$ cat src/rtl/key_event_arbiter.sv
// key_event_arbiter: debounces KEYS active-low buttons, latches one pending
// press per key, and shares a single valid/ready event port among the keys
// through a round-robin arbiter.
//
// Optional feature: define KEY_EVENT_ARBITER_OVERFLOW_EN to add lost_cnt_o
// (saturating count of dropped presses) and lost_clr_i (clears that count).
//
// Handshake: evt_valid_o/evt_id_o are registered; an event transfers on a
// posedge where evt_valid_o and evt_ready_i are both 1. While valid is high,
// evt_id_o does not change until that transfer, and evt_ready_i has no
// effect while valid is low.
module key_event_arbiter #(
    parameter int KEYS           = 4,
    parameter int CLK_FREQ_MHZ   = 150,
    parameter int GLITCH_TIME_NS = 100
) (
    input  logic                      clk_i,
    input  logic                      srst_i,
    input  logic [KEYS-1:0]           key_i,
    output logic                      evt_valid_o,
    output logic [$clog2(KEYS)-1:0]   evt_id_o,
    input  logic                      evt_ready_i,
    output logic [KEYS-1:0]           pending_o
`ifdef KEY_EVENT_ARBITER_OVERFLOW_EN
    ,
    output logic [7:0]                lost_cnt_o,
    input  logic                      lost_clr_i
`endif
);

    localparam int GLITCH_CYCLES = CLK_FREQ_MHZ * GLITCH_TIME_NS / 1000;
    localparam int ID_W          = $clog2(KEYS);
    localparam int CNT_W         = (GLITCH_CYCLES < 1) ? 1 : $clog2(GLITCH_CYCLES + 1);

    localparam logic [CNT_W-1:0] CNT_MAX = CNT_W'(GLITCH_CYCLES);
    localparam logic [CNT_W-1:0] CNT_PRE = CNT_W'(GLITCH_CYCLES - 1);
    localparam logic [ID_W-1:0]  ID_LAST = ID_W'(KEYS - 1);

    if (GLITCH_CYCLES < 1) begin : g_glitch_check
        $error("key_event_arbiter: GLITCH_CYCLES must be at least 1");
    end

    typedef enum logic {
        S_IDLE  = 1'b0,
        S_OFFER = 1'b1
    } state_t;

    logic [KEYS-1:0]  sync1_q;
    logic [KEYS-1:0]  sync2_q;
    logic [CNT_W-1:0] cnt_q [KEYS];
    logic [KEYS-1:0]  det_q;
    logic [KEYS-1:0]  pending_q;
    logic [ID_W-1:0]  last_grant_q;
    state_t           state_q;

    logic             hs;
    logic [KEYS-1:0]  accept_mask;
    logic [KEYS-1:0]  pend_nxt;
    logic [KEYS-1:0]  cand;
    logic [ID_W:0]    idle_pick;
    logic [ID_W:0]    next_pick;

    // First set bit of req scanning upward from last+1, wrapping at KEYS.
    // Result is {found, id}.
    function automatic logic [ID_W:0] rr_pick(input logic [KEYS-1:0] req,
                                              input logic [ID_W-1:0] last);
        logic            found;
        logic [ID_W-1:0] id;
        int              idx;
        found = 1'b0;
        id    = '0;
        for (int off = 1; off <= KEYS; off++) begin
            idx = int'(last) + off;
            if (idx >= KEYS) begin
                idx = idx - KEYS;
            end
            if (!found && req[idx]) begin
                found = 1'b1;
                id    = ID_W'(idx);
            end
        end
        return {found, id};
    endfunction

    // Two-flop synchronizer; resets to released so a held key restarts debounce.
    always_ff @(posedge clk_i) begin
        if (srst_i) begin
            sync1_q <= '1;
            sync2_q <= '1;
        end else begin
            sync1_q <= key_i;
            sync2_q <= sync1_q;
        end
    end

    // Per-key integration counter; the detect pulse is registered on the
    // G-1 -> G step, so a long hold yields only one pulse.
    always_ff @(posedge clk_i) begin
        if (srst_i) begin
            for (int k = 0; k < KEYS; k++) begin
                cnt_q[k] <= '0;
            end
            det_q <= '0;
        end else begin
            for (int k = 0; k < KEYS; k++) begin
                if (sync2_q[k]) begin
                    cnt_q[k] <= '0;
                end else if (cnt_q[k] != CNT_MAX) begin
                    cnt_q[k] <= cnt_q[k] + 1'b1;
                end
                det_q[k] <= !sync2_q[k] && (cnt_q[k] == CNT_PRE);
            end
        end
    end

    // Next pending set and arbitration candidates for this cycle.
    always_comb begin
        hs          = evt_valid_o && evt_ready_i;
        accept_mask = '0;
        if (hs) begin
            accept_mask[evt_id_o] = 1'b1;
        end
        // A same-cycle detect of the accepted key re-arms its bit.
        pend_nxt  = (pending_q & ~accept_mask) | det_q;
        // The accepted key is not re-offered back to back, even if re-armed.
        cand      = pend_nxt & ~accept_mask;
        idle_pick = rr_pick(pending_q, last_grant_q);
        next_pick = rr_pick(cand, evt_id_o);
    end

    // Arbiter FSM with registered valid/id, plus the pending bit register.
    always_ff @(posedge clk_i) begin
        if (srst_i) begin
            state_q      <= S_IDLE;
            evt_valid_o  <= 1'b0;
            evt_id_o     <= '0;
            last_grant_q <= ID_LAST;
            pending_q    <= '0;
        end else begin
            pending_q <= pend_nxt;
            case (state_q)
                S_IDLE: begin
                    if (idle_pick[ID_W]) begin
                        state_q     <= S_OFFER;
                        evt_valid_o <= 1'b1;
                        evt_id_o    <= idle_pick[ID_W-1:0];
                    end
                end
                S_OFFER: begin
                    if (hs) begin
                        last_grant_q <= evt_id_o;
                        if (next_pick[ID_W]) begin
                            evt_id_o <= next_pick[ID_W-1:0];
                        end else begin
                            state_q     <= S_IDLE;
                            evt_valid_o <= 1'b0;
                        end
                    end
                end
                default: begin
                    state_q     <= S_IDLE;
                    evt_valid_o <= 1'b0;
                end
            endcase
        end
    end

    assign pending_o = pending_q;

`ifdef KEY_EVENT_ARBITER_OVERFLOW_EN
    localparam int DC_W = $clog2(KEYS + 1);

    logic [KEYS-1:0] drop;
    logic [DC_W-1:0] drop_cnt;
    logic [8:0]      lost_sum;

    // Count detects that hit a still-pending, not-accepted key.
    always_comb begin
        drop     = det_q & pending_q & ~accept_mask;
        drop_cnt = '0;
        for (int k = 0; k < KEYS; k++) begin
            drop_cnt = drop_cnt + DC_W'(drop[k]);
        end
        lost_sum = {1'b0, lost_cnt_o} + 9'(drop_cnt);
    end

    // Saturating lost-event counter; clear wins over a same-cycle increment.
    always_ff @(posedge clk_i) begin
        if (srst_i || lost_clr_i) begin
            lost_cnt_o <= '0;
        end else if (lost_sum > 9'd255) begin
            lost_cnt_o <= 8'd255;
        end else begin
            lost_cnt_o <= lost_sum[7:0];
        end
    end
`endif

endmodule

$ cat config.mk
export PLATFORM = sky130hd
export DESIGN_NAME = key_event_arbiter
export DESIGN_NICKNAME = d
export VERILOG_FILES = /design/src/rtl/key_event_arbiter.sv
export SDC_FILE = /design/constraint.sdc
export NUM_CORES = 1
export LEC_CHECK = 0
export BUFFER_PORTS_ARGS = -buffer_cell sky130_fd_sc_hd__buf_2
export CORE_UTILIZATION = 55
export DETAILED_ROUTE_END_ITERATION = 10
export GPL_TIMING_DRIVEN = 0
export PLACE_DENSITY_LB_ADDON = 0.3
export SYNTH_ARGS = -nofsm -noshare
export SYNTH_HDL_FRONTEND = slang
export SYNTH_SLANG_ARGS = --single-unit
$ cat constraint.sdc
create_clock -name clk_i -period 4.6 [get_ports clk_i]
set_input_delay 0.69 -clock clk_i [delete_from_list [all_inputs] [get_ports clk_i]]
set_output_delay 0.69 -clock clk_i [all_outputs]
set_load 0.01 [all_outputs]
==> metrics.txt <==
Final Hold Fails=0; Setup-failing EPs final=0; register area share after synthesis=46.7%; vias in the first global route=1384; Layout area overhead=9.46%; pin count of the biggest net entering global routing=12; CTS tree=built; Tmin final=2.12 ns; Crit Path Max Fanout=8; number of synthesized flops with an enable pin=16; Post-Synth Adder-Cell Area=7.62%; Arrival @ worst endpoint=2.37 ns; clock buffer count from CTS=5; grt ovf=0; CP Class=register to register; postcts setup bufs=0; drt via density=5.71; simple-gate area share of the yosys netlist=23.0%; Clock Sink Count=38; main combinational cell family by area after synthesis=simple AND/OR/NAND/NOR gates; top cells by count, synth=nor2_1, dfxtp_1, edfxtp_1, nand3_1, ha_1; post-synthesis compound-gate area fraction=11.2%; Mapped Avg Cell Area=9.85 sq um; Core Region=between 3000 and 4000 sq um; clock skew=0.00506 ns; initial antenna violation count=0; Die Area=3830 sq um; post-DP HPWL=2800 microns; critical path startpoint=evt_id_o[0]$_SDFFE_PP0P_; top_reg_cell synth=dfxtp_1; Final Wtd Congestion=around 0.89; Netlist Area Pre-Place=1970 sq um; Setup crit start kind=register; Slew @ Worst Pin=roughly 0.5 ns; WP data required=4.85 ns; die width=61.9 microns; WL final=3650 microns; Layout Nets=238; fin crit share=46.0%; worst rel slew slack=between 60% and 70%; deepest clock path buffer count=2; RR Endpoint=evt_valid_o$_SDFFE_PP0P_; max-cap check violation count=0; Post-synth ARST share=0%; Min-Delay Path Class=register to register; routed wire length per instance=13.7 microns; hold buffer count at CTS=0; post-layout power=0.561 mW; iteration-0 DRC count of the detailed router=roughly 130; num rows=21; Setup crit end kind=register; clk slew on worst S/H paths=0.11 ns; worst skew pair latency=0.33 ns; Mapped Nets=219; Post-Synth XOR/XNOR Area=3.56%; P_leak=0.848 nW; synth warn=0; Final Max Tran Viols=0; CTS root buf=clkbuf_4; CTS H-Tree Depth=2; Port Buf Inserts=12; top cells by area, synth=edfxtp_1, dfxtp_1, ha_1, nor2_1, mux4_2; Initial Utilization=58.1%; share of the synthesized area in the top cell type=24.4%; largest area contributor in the netlist=edfxtp_1; layout filler cell count=293; Worst R2R Setup Slack=2.48 ns; Critical Path Sink=evt_valid_o$_SDFFE_PP0P_; r2r startpoint=evt_id_o[0]$_SDFFE_PP0P_; worst vdd ir=0.150 mV; post_cts resized=0; DR DRC count=0; mux contribution to synthesized area=approximately 3.4%; ANT cells=0; Routed Antenna Nets=0; Setup TNS Final=0 ns; IO Count=14; status=finished clean; Seq cells post-synth=38; via count=about 1500; Die Ht=roughly 62 microns; Pwr per Cell Area=260 nW/um^2; iteration count of the initial detailed-routing pass=4; Unique masters post-synth=38; RSZ-0062 raised after global routing=false; Post-Synthesis Cells=200; Worst R2R Path Depth=8; first-pass GRT wire length=5840 microns; fraction of final layout cells sized beyond drive strength 1=18.6%; Fmax=472 MHz; count leader, synth=nor2_1; Total GRT Usage=21.5%
==> registers in the layout (all words and copies together) (netlist names) <==
name	cells
evt_valid_o	1
det_q	4
last_grant_q	2
evt_id_o	2
state_q	1
sync2_q	4
pending_o	4
cnt_q	16
sync1_q	4
==> worst min path at each step <==
| stage | start | end | depth (start not counted) |
|---|---|---|---|
| 2_1_floorplan | sync1_q[0]$_SDFF_PP1_ | sync2_q[0]$_SDFF_PP1_ | 1 |
| 3_3_place_gp | sync1_q[0]$_SDFF_PP1_ | sync2_q[0]$_SDFF_PP1_ | 1 |
| 3_5_place_dp | sync1_q[0]$_SDFF_PP1_ | sync2_q[0]$_SDFF_PP1_ | 1 |
| 4_1_cts | sync1_q[1]$_SDFF_PP1_ | sync2_q[1]$_SDFF_PP1_ | 1 |
| 5_1_grt | sync1_q[0]$_SDFF_PP1_ | sync2_q[0]$_SDFF_PP1_ | 1 |
| 6_report | sync1_q[0]$_SDFF_PP1_ | sync2_q[0]$_SDFF_PP1_ | 1 |
==> layout by cell type, fill, tap and decap left out, types with 2 or more instances in the layout <==
| master | n |
|---|---|
| o21ai_0 | 11 |
| edfxtp_1 | 16 |
| and3_2 | 5 |
| clkbuf_1 | 2 |
| or2_2 | 8 |
| o221ai_1 | 2 |
| and4_1 | 4 |
| clkbuf_4 | 5 |
| dfxtp_1 | 22 |
| o211ai_1 | 2 |
| nor2_1 | 34 |
| xor2_1 | 4 |
| nor3_1 | 10 |
| inv_1 | 9 |
| buf_2 | 12 |
| a21o_1 | 2 |
| nand3_1 | 13 |
| mux4_2 | 3 |
| xnor2_1 | 4 |
| nand2_1 | 8 |
| clkbuf_8 | 4 |
| a21oi_1 | 7 |
| a2111oi_0 | 2 |
| nand4_1 | 3 |
| ha_1 | 12 |
==> critical path, cell delays in order, from the launching register on <==
cell	delay, ns
dfxtp_1	0.42
clkbuf_8	0.20
inv_1	0.11
ha_1	0.23
nand3_1	0.10
o21ai_0	0.14
mux4_2	0.48
o211a_1	0.16
nor3_1	0.20
==> through the flow <==
stage | std cells | hold WS (ns) | worst slack (ns) | util (%) | instance area, sq um
finish | 266 | 0.420 | 2.48 | 63.6 | 2160
global route | 266 | 0.429 | 2.34 | 63.6 | 2160
CTS | 266 | 0.423 | 2.50 | 63.6 | 2160
detailed placement | 258 | 0.399 | 2.46 | 61.6 | 2090
global placement | 258 | 0.394 | 2.44 | 61.6 | 2090
floorplan | 200 | 0.389 | 2.68 | - | 1970
==> layer usage <==
| metal | vias to the layer above | track usage [%] | routed length (microns) |
|---|---|---|---|
| met5 | - | 0 | 0 |
| met2 | 44 | 39.5 | 1880 |
| met3 | 5 | 5.59 | 194 |
| li1 | 760 | - | - |
| met4 | 0 | 7.62 | 33 |
| met1 | 711 | 23.8 | 1540 |
==> power by group <==
part / internal [mW] / switching [mW] / total (mW)
clock network: 0.0878 / 0.103 / 0.191
registers: 0.353 / 0.00222 / 0.355
logic: 0.00645 / 0.00843 / 0.0149
total: 0.447 / 0.113 / 0.561
==> final cells by class <==
class	instances	area, sq um	share of cell area, %
clock inverter	1	3.75	0.174
multi-input combinational	147	962	44.6
timing repair buffer	12	60.1	2.78
clock buffer	7	65.1	3.02
inverter	9	33.8	1.57
sequential	38	921	42.7
buffer	6	53.8	2.49
tap	46	57.6	2.67
==> cell families after synthesis <==
| logic type | after synthesis |
|---|---|
| AOI/OAI and AO/OA | 34 |
| xor gates and xnor gates | 8 |
| adders and majority gates | 12 |
| buffers and inverters | 15 |
| DFF | 38 |
| muxes | 3 |
| and+or+nand+nor | 90 |
Note: power is estimated with default switching activity, not from simulation.
